==> src/rtl/sirius_axi_pkg.sv <==
// Shared types and constants for the multi-port AXI bridge.
package sirius_axi_pkg;

   typedef enum logic [2:0] {
      ST_IDLE,
      ST_AR,
      ST_R,
      ST_W,
      ST_B
   } state_e;

   localparam logic [1:0] AXI_BURST_INCR = 2'b01;
   localparam logic [2:0] AXI_SIZE_4B    = 3'b010;
   localparam logic [1:0] AXI_RESP_OKAY  = 2'b00;

   // Ceiling log2 for parameter arithmetic; clog2(1) = 0.
   function automatic int unsigned clog2(input int unsigned v);
      clog2 = 0;
      for (int unsigned i = 0; i < 32; i++) begin
         if ((32'd1 << i) < v) clog2 = i + 1;
      end
   endfunction

endpackage

==> src/rtl/axi_multi_port_bridge_rr_arbiter.sv <==
// Round-robin arbiter: search starts at the pointer, pointer moves past the winner on advance.
module rr_arbiter
   import sirius_axi_pkg::*;
#(
   parameter  int unsigned N  = 3,
   localparam int unsigned IW = (N > 1) ? clog2(N) : 1
) (
   input  logic          clk,
   input  logic          rst_n,
   input  logic [N-1:0]  req,
   input  logic          advance,
   output logic [N-1:0]  grant_c,
   output logic [IW-1:0] grant_idx_c
);

   logic [IW-1:0] ptr;
   logic [IW-1:0] cand;
   logic          found;

   // First requester at or after the pointer, wrapping modulo N.
   always_comb begin
      grant_c     = '0;
      grant_idx_c = '0;
      found       = 1'b0;
      cand        = '0;
      for (int unsigned k = 0; k < N; k++) begin
         cand = IW'((32'(ptr) + k) % N);
         if (!found && req[cand]) begin
            found          = 1'b1;
            grant_idx_c    = cand;
            grant_c[cand]  = 1'b1;
         end
      end
   end

   always_ff @(posedge clk or negedge rst_n) begin
      if (!rst_n) begin
         ptr <= '0;
      end else if (advance && found) begin
         ptr <= (grant_idx_c == IW'(N - 1)) ? '0 : grant_idx_c + 1'b1;
      end
   end

endmodule

==> src/rtl/axi_multi_port_bridge.sv <==
// Arbitrates NPORT simple request ports onto one AXI master, one transaction in flight.
module axi_multi_port_bridge
   import sirius_axi_pkg::*;
#(
   parameter int unsigned NPORT     = 3,
   parameter int unsigned BURST_LEN = 8,
   parameter int unsigned ID_W      = 4
) (
   input  logic                aclk,
   input  logic                aresetn,
   input  logic [NPORT-1:0]    p_req,
   input  logic [NPORT-1:0]    p_we,
   input  logic [NPORT-1:0]    p_line,
   input  logic [NPORT*32-1:0] p_addr,
   input  logic [NPORT*4-1:0]  p_wstrb,
   input  logic [NPORT*32-1:0] p_wdata,
   output logic [31:0]         p_rdata,
   output logic [NPORT-1:0]    p_rvalid,
   output logic [NPORT-1:0]    p_done,
   output logic [NPORT-1:0]    p_err,
   output logic [ID_W-1:0]     arid,
   output logic [31:0]         araddr,
   output logic [7:0]          arlen,
   output logic [2:0]          arsize,
   output logic [1:0]          arburst,
   output logic                arlock,
   output logic [3:0]          arcache,
   output logic [2:0]          arprot,
   output logic                arvalid,
   input  logic                arready,
   input  logic [ID_W-1:0]     rid,
   input  logic [31:0]         rdata,
   input  logic [1:0]          rresp,
   input  logic                rlast,
   input  logic                rvalid,
   output logic                rready,
   output logic [ID_W-1:0]     awid,
   output logic [31:0]         awaddr,
   output logic [7:0]          awlen,
   output logic [2:0]          awsize,
   output logic [1:0]          awburst,
   output logic                awlock,
   output logic [3:0]          awcache,
   output logic [2:0]          awprot,
   output logic                awvalid,
   input  logic                awready,
   output logic [ID_W-1:0]     wid,
   output logic [31:0]         wdata,
   output logic [3:0]          wstrb,
   output logic                wlast,
   output logic                wvalid,
   input  logic                wready,
   input  logic [ID_W-1:0]     bid,
   input  logic [1:0]          bresp,
   input  logic                bvalid,
   output logic                bready
);

   localparam int unsigned IW = (NPORT > 1) ? clog2(NPORT) : 1;
   localparam int unsigned CW = clog2(BURST_LEN) + 1;

   state_e           state, state_nxt;
   logic [IW-1:0]    win;
   logic             line_q;
   logic             err_q;
   logic [CW-1:0]    beat_cnt;

   logic [NPORT-1:0] req_eff;
   logic [NPORT-1:0] grant;
   logic [IW-1:0]    gidx;
   logic             grant_any;
   logic [31:0]      addr_sel;
   logic [CW-1:0]    last_idx;
   logic             beat_err;

   assign arsize  = AXI_SIZE_4B;
   assign arburst = AXI_BURST_INCR;
   assign arlock  = 1'b0;
   assign arcache = 4'd0;
   assign arprot  = 3'd0;
   assign awlen   = 8'd0;
   assign awsize  = AXI_SIZE_4B;
   assign awburst = AXI_BURST_INCR;
   assign awlock  = 1'b0;
   assign awcache = 4'd0;
   assign awprot  = 3'd0;
   assign wlast   = 1'b1;

   // A port's request is still high in its own p_done cycle; hide it so it is not re-granted stale.
   assign req_eff   = p_req & ~p_done;
   assign grant_any = |grant;

   rr_arbiter #(.N(NPORT)) u_arb (
      .clk         (aclk),
      .rst_n       (aresetn),
      .req         (req_eff),
      .advance     (state == ST_IDLE),
      .grant_c     (grant),
      .grant_idx_c (gidx)
   );

   always_comb begin
      state_nxt = state;
      addr_sel  = p_addr[32*gidx +: 32];
      last_idx  = line_q ? CW'(BURST_LEN - 1) : '0;
      // Early rlast, missing rlast on the final beat, bad resp or foreign id all mark the burst bad.
      beat_err  = (rresp != AXI_RESP_OKAY) || (rid != ID_W'(win)) ||
                  (rlast && (beat_cnt != last_idx)) ||
                  (!rlast && (beat_cnt >= last_idx));
      case (state)
         ST_IDLE: if (grant_any) state_nxt = p_we[gidx] ? ST_W : ST_AR;
         ST_AR:   if (arvalid && arready) state_nxt = ST_R;
         ST_R:    if (rvalid && rready && rlast) state_nxt = ST_IDLE;
         ST_W:    if ((!awvalid || awready) && (!wvalid || wready)) state_nxt = ST_B;
         ST_B:    if (bvalid && bready) state_nxt = ST_IDLE;
         default: state_nxt = ST_IDLE;
      endcase
   end

   always_ff @(posedge aclk or negedge aresetn) begin
      if (!aresetn) begin
         state    <= ST_IDLE;
         win      <= '0;
         line_q   <= 1'b0;
         err_q    <= 1'b0;
         beat_cnt <= '0;
         p_rdata  <= '0;
         p_rvalid <= '0;
         p_done   <= '0;
         p_err    <= '0;
         arid     <= '0;
         araddr   <= '0;
         arlen    <= '0;
         arvalid  <= 1'b0;
         rready   <= 1'b0;
         awid     <= '0;
         awaddr   <= '0;
         awvalid  <= 1'b0;
         wid      <= '0;
         wdata    <= '0;
         wstrb    <= '0;
         wvalid   <= 1'b0;
         bready   <= 1'b0;
      end else begin
         state    <= state_nxt;
         arvalid  <= (state_nxt == ST_AR);
         rready   <= (state_nxt == ST_R);
         bready   <= (state_nxt == ST_B);
         p_rvalid <= '0;
         p_done   <= '0;
         p_err    <= '0;

         // Capture the winner's request; later port-side changes are ignored.
         if (state == ST_IDLE && grant_any) begin
            win      <= gidx;
            line_q   <= p_line[gidx];
            err_q    <= 1'b0;
            beat_cnt <= '0;
            arid     <= ID_W'(gidx);
            awid     <= ID_W'(gidx);
            wid      <= ID_W'(gidx);
            araddr   <= p_line[gidx] ? (addr_sel & ~32'(BURST_LEN*4 - 1)) : addr_sel;
            arlen    <= p_line[gidx] ? 8'(BURST_LEN - 1) : 8'd0;
            awaddr   <= addr_sel;
            wdata    <= p_wdata[32*gidx +: 32];
            wstrb    <= p_wstrb[4*gidx +: 4];
         end

         if (state == ST_IDLE && state_nxt == ST_W) begin
            awvalid <= 1'b1;
            wvalid  <= 1'b1;
         end else begin
            if (awready) awvalid <= 1'b0;
            if (wready)  wvalid  <= 1'b0;
         end

         if (state == ST_R && rvalid && rready) begin
            p_rdata       <= rdata;
            p_rvalid[win] <= 1'b1;
            err_q         <= err_q | beat_err;
            if (beat_cnt != '1) beat_cnt <= beat_cnt + 1'b1;
            if (rlast) begin
               p_done[win] <= 1'b1;
               p_err[win]  <= err_q | beat_err;
            end
         end

         if (state == ST_B && bvalid && bready) begin
            p_done[win] <= 1'b1;
            p_err[win]  <= (bresp != AXI_RESP_OKAY) || (bid != ID_W'(win));
         end
      end
   end

endmodule

==> config.mk <==
export PLATFORM = sky130hd
export DESIGN_NAME = axi_multi_port_bridge
export DESIGN_NICKNAME = d
export VERILOG_FILES = /design/src/rtl/sirius_axi_pkg.sv /design/src/rtl/axi_multi_port_bridge_rr_arbiter.sv /design/src/rtl/axi_multi_port_bridge.sv
export SDC_FILE = /design/constraint.sdc
export NUM_CORES = 1
export LEC_CHECK = 0
export BUFFER_PORTS_ARGS = -buffer_cell sky130_fd_sc_hd__buf_2
export CAP_MARGIN = 20
export CORE_AREA = 2 2 181 183
export DETAILED_ROUTE_END_ITERATION = 10
export DIE_AREA = 0 0 183 185
export PLACE_DENSITY = 0.45
export SLEW_MARGIN = 20
export SYNTH_ARGS = -nofsm -noshare
export SYNTH_HDL_FRONTEND = slang
export SYNTH_SLANG_ARGS = --single-unit
==> constraint.sdc <==
create_clock -name aclk -period 6.4 [get_ports aclk]
set_input_delay 1.28 -clock aclk [delete_from_list [all_inputs] [get_ports aclk]]
set_output_delay 1.28 -clock aclk [all_outputs]
set_load 0.01 [all_outputs]
## Word level (Yosys, flattened, before mapping)

Index checks and enable logic that the tools add are counted.

- Bitwise logic cells: 7
- Magnitude comparators: 10
- Equal/unequal tests: 13
- Shifts and indexed selects: 3
- Div/mod/pow operators: 3
- Add/subtract/negate cells: 4
- Reduce and logical (&&, ||, !) cells: 38
- Multiplexer cells: 55

Operators with widths:

| kind | count |
|---|---|
| variable part select 96 x 8 -> 32 bit | 2 |
| remainder unit 32 x 2 -> 32 bit, second input constant | 2 |
| two-way mux 3 bit | 17 |
| remainder unit 2 x 2 -> 32 bit, second input constant | 1 |
| logical AND 1 bit | 20 |
| two-way mux 1 bit | 18 |
| < comparator 2 x 3 -> 1 bit, second input constant | 5 |
| one-hot mux 3 bit (5 select lines) | 1 |
| == test 3 x 2 -> 1 bit, second input constant | 4 |
| two-way mux 4 bit | 3 |
| variable part select 12 x 5 -> 4 bit | 1 |
| binary-select mux 1 bit (select 2 bit) | 5 |
| two-way mux 2 bit | 5 |
| nonzero test 2 bit | 5 |
| bitwise OR 3 bit | 3 |
| demux 1 bit (select 2 bit) | 4 |
| greater-or-equal comparator 2 x 1 -> 1 bit, second input constant | 4 |
| inequality test 4 x 2 -> 1 bit | 2 |
| AND 3 bit | 2 |
| == test 3 x 1 -> 1 bit, second input constant | 2 |
| == test 3 bit, second input constant | 2 |
| logical OR 1 bit | 6 |
| zero test 1 bit | 5 |
| two-way mux 5 bit | 1 |
| 13 further kinds | 13 |

- Bits of input ports: 265
- Register bits after elaboration: 167
- Output and inout port bits: 201
- Logic and storage cells: 153

## Longest topological paths before layout

- Depth in word-level cells: 19
- Mapped depth: 12

## Cells and area by module

From an unflattened synthesis, not the netlist that was laid out.

- Cells, all modules: 869
- Area, all modules: 7567.3 um^2

By module, submodules not included:

| module | cells an instance | area each (um^2) | instances | sequential area each (um^2) |
|---|---|---|---|---|
| axi_multi_port_bridge | 813 | 7109.3 | 1 | 3253.1 |
| rr_arbiter | 56 | 457.9 | 1 | 50.0 |

## Worst setup path after synthesis

OpenSTA, ideal clock, no wires.

- Kind: input -> register
- From: input port p_req[0]
- To: register araddr[31]
- Path slack: 3481 ps
- Cell stages on the path: 7
- Arrival: 2800 ps
- Path buffers: 2
- Path through: or3b_4 > a2111oi_2 > o22a_1 > o31ai_4 > buf_2 > buf_2 > a21o_1

- Cells in the longest elaborated chain, start to end: 12

Ends and longest elaborated chain:

| what | RTL line | RTL |
|---|---|---|
| start, declared | axi_multi_port_bridge.sv:11 | `input logic [NPORT-1:0] p_req,` |
| AND 3 bit (*) | axi_multi_port_bridge.sv:90 | `assign req_eff = p_req & ~p_done;` |
| parallel branches: the longest is 11 deep, another holds variable part select 96 x 8 -> 32 bit | -- |  |
| end signal, assigned | axi_multi_port_bridge.sv:162 | `araddr <= p_line[gidx] ? (addr_sel & ~32'(BURST_LEN*4 - 1)) : addr_sel;` |
| end, declared | axi_multi_port_bridge.sv:22 | `output logic [31:0] araddr,` |

Every way passes the cells marked *. The select of a mux whose other input is x is not followed.
A chain may end at the register's enable or synchronous reset.

## Worst setup path after layout

- From: register u_arb.ptr[0]
- To: register arlen[1]

- Cells in the longest elaborated chain, start to end: 13

Ends and longest elaborated chain:

| what | RTL line | RTL |
|---|---|---|
| start, declared | axi_multi_port_bridge_rr_arbiter.sv:16 | `logic [IW-1:0] ptr;` |
| start signal, assigned | axi_multi_port_bridge_rr_arbiter.sv:40 | `ptr <= (grant_idx_c == IW'(N - 1)) ? '0 : grant_idx_c + 1'b1;` |
| parallel branches: the longest is 13 deep, another holds remainder unit 32 x 2 -> 32 bit | -- |  |
| end signal, assigned | axi_multi_port_bridge.sv:163 | `arlen <= p_line[gidx] ? 8'(BURST_LEN - 1) : 8'd0;` |
| end, declared | axi_multi_port_bridge.sv:23 | `output logic [7:0] arlen,` |

Several ways; the timed one is not identified. The select of a mux whose other input is x is not followed.

==> qor.csv <==
metric;value;unit
status;completed;
fmax;292;MHz
setup_viol;0;
grt_max_degree;85;
crit_start;u_arb.ptr[0];
period_minus_slack;3.42;ns
grt-ovfl-total;0;
timing.final.ws_setup;2.98;ns
critical_path.max_fanout;79;
post-dp-hpwl;19300;µm
firstDrtPassIters;4;
rsz0062_at_grt;no;
place_inst;1611;
grt_usage;14.6;%
yosys_register_bits;132;
reg2reg_slack;2.98;ns
min_path_cells;2;
skew;0.0154;ns
synth.distinct_cells;51;
cts_tree;yes;
vdd_drop_max;0.000241;V
postCtsHoldBufs;0;
drcViolationCount;0;
cts_resized;0;
dr.first_iter.drc_count;305;
drv_slew;0;
fin_nets;1495;
hp-class;reg2reg;
whs;0.468;ns
reg2regPathDepth;9;
gp_congestion;0.821;
timing.final.crit_share;53.5;%
cts_made_buffers;17;
drive_above_1_share;38.1;%
clockRootBuffer;clkbuf_16;
die-area;33900;µm²
final_cells;1644;
power_density;471;nW/µm²
grt_pass1_vias;7004;
synth.cell_area;7360;µm²
startpoint_type;flop;
synth_edf_count;0;
fillers;3484;
syn2layout_area_growth;35.2;%
synthArstFlopShare;100;%
coreArea;32000;µm²
postCtsSetupRepairBufs;0;
clk_pin_slew;0.06;ns
hold_viol_final;0;
wl;25900;µm
worstPathArrival;3.77;ns
clk_latency;0.42;ns
vias_per_cell;4.42;
relSlewSlack;43.1;%
die_x;183;µm
yosysSeqAreaShare;44.9;%
cp-end-kind;flop;
fin_util;31.1;%
final_antenna_net_count;0;
grt_first_pass_wirelength;38700;µm
ioPinCount;466;
clk_path_buf_depth;2;
r2r-start;u_arb.ptr[0];
wl_per_cell;15.8;µm
synthCells;871;
ys_warn_count;0;
antenna_found_initial;0;
die_h;185;µm
num_rows;66;
h-tree-depth;4;
port_buffers;419;
start_util;23.0;%
maxCapViolCount;0;
cts_num_sinks;132;
hp-start;p_rdata[15];
setup_tns;0;ns
leakagePower;5.64;nW
worstSetupPathType;reg2reg;
synth-main-ff-cell;dfrtp_1;
avgSynthCellArea;8.45;µm²
required;6.75;ns
tightest_slew;0.853;ns
via_count;7265;
post-place-ws;2.60;ns
## area by class of cell
cell class / count / area (µm²) / share of cell area, %
flip-flops and latches: 132 / 3300 / 33.2
repair buffers: 429 / 2190 / 22.0
clock buffers: 18 / 439 / 4.41
well taps: 408 / 510 / 5.13
inverters: 8 / 30.0 / 0.302
multi-input cells: 634 / 3330 / 33.5
diodes: 1 / 2.50 / 0.0251
clock inverters: 14 / 144 / 1.45
## where the power goes
group	internal (mW)	switching [mW]
Clock	0.557	0.423
Combinational	0.908	1.37
Sequential	1.18	0.240
## layer usage
layer | up-vias | global-route usage (%) | share of wire (%)
met1 | 3461 | 18.6 | 44
met2 | 248 | 25.4 | 50
met3 | 21 | 2.60 | 4.8
met4 | 0 | 4.16 | 1.5
met5 | - | 0 | 0
li1 | 3535 | - | -
## through the flow
stage / area, µm² / power, mW
6_report: 9950 / 4.69
5_1_grt: 9950 / 5.08
4_1_cts: 9950 / 4.77
2_1_floorplan: 7530 / 3.05
3_3_place_gp: 9370 / 3.74
3_5_place_dp: 9370 / 3.76
## synth_stat cells (all sizes together), types with 6 or more instances
cell type / count / area share [%]
nand2: 266 / 14
dfrtp: 132 / 45
buf: 105 / 10
nor2: 83 / 4.2
a21o: 63 / 6.4
a311oi: 63 / 7.5
clkbuf: 36 / 1.8
o21ai: 18 / 1.2
a21oi: 11 / 0.80
nand3: 11 / 0.75
nor3: 9 / 0.68
ha: 8 / 1.4
inv: 8 / 0.41
nand2b: 8 / 0.68
a311o: 6 / 0.82
## path summary, 6_finish.rpt
kind,end
max reg2reg,arlen[1]
max,arlen[1]
min,p_rdata[15]
max in group asynchronous,p_rdata[2]
min in group asynchronous,p_rdata[30]
min reg2reg,p_rdata[15]
## critical path, stage by stage, from the launching register on
cell	delay, ns
dfrtp_1	0.37
inv_1	0.09
ha_1	0.45
or3b_4	0.47
o21ai_0	0.24
or3_4	0.62
buf_12	0.37
nor2_1	0.10
a21oi_2	0.30
mux2_2	0.22
## cell usage in the layout, fill, tap and decap left out, types with 4 or more instances in the layout
cell,count
buf_2,418
nand2_1,266
dfrtp_1,132
nor2_1,83
a311oi_1,63
a21o_1,63
conb_1,46
clkbuf_16,17
o21ai_0,12
nand3_1,11
a21oi_1,10
buf_4,9
inv_1,8
nand2b_1,8
nor3_1,8
ha_1,8
o21ai_1,6
a311o_1,6
inv_6,5
clkinv_4,5
nor2b_1,4
a31oi_1,4
## registers in the layout (all words and copies together), names as in the netlist, 2 cells and up
signal,count
p_rdata,32
beat_cnt,4
arid,2
p_done,3
wstrb,4
state,3
awaddr,5
u_arb.ptr,2
p_err,3
araddr,32
p_rvalid,3
wdata,32
## kinds of logic (layout without fill, tap and decap cells)
group           Yosys count  count (layout)  share of synthesized area, %
simple gates            394             394                          21.5
xor+xnor                  4               4                         0.476
compound gates          178             178                          18.8
buf+inv                 149             469                          12.3
mux                       3               3                         0.425
flops                   132             132                          44.9
other cells               2              47                         0.102
fa+ha+maj                 9               9                          1.50
Power figures use the tool's default switching activity.
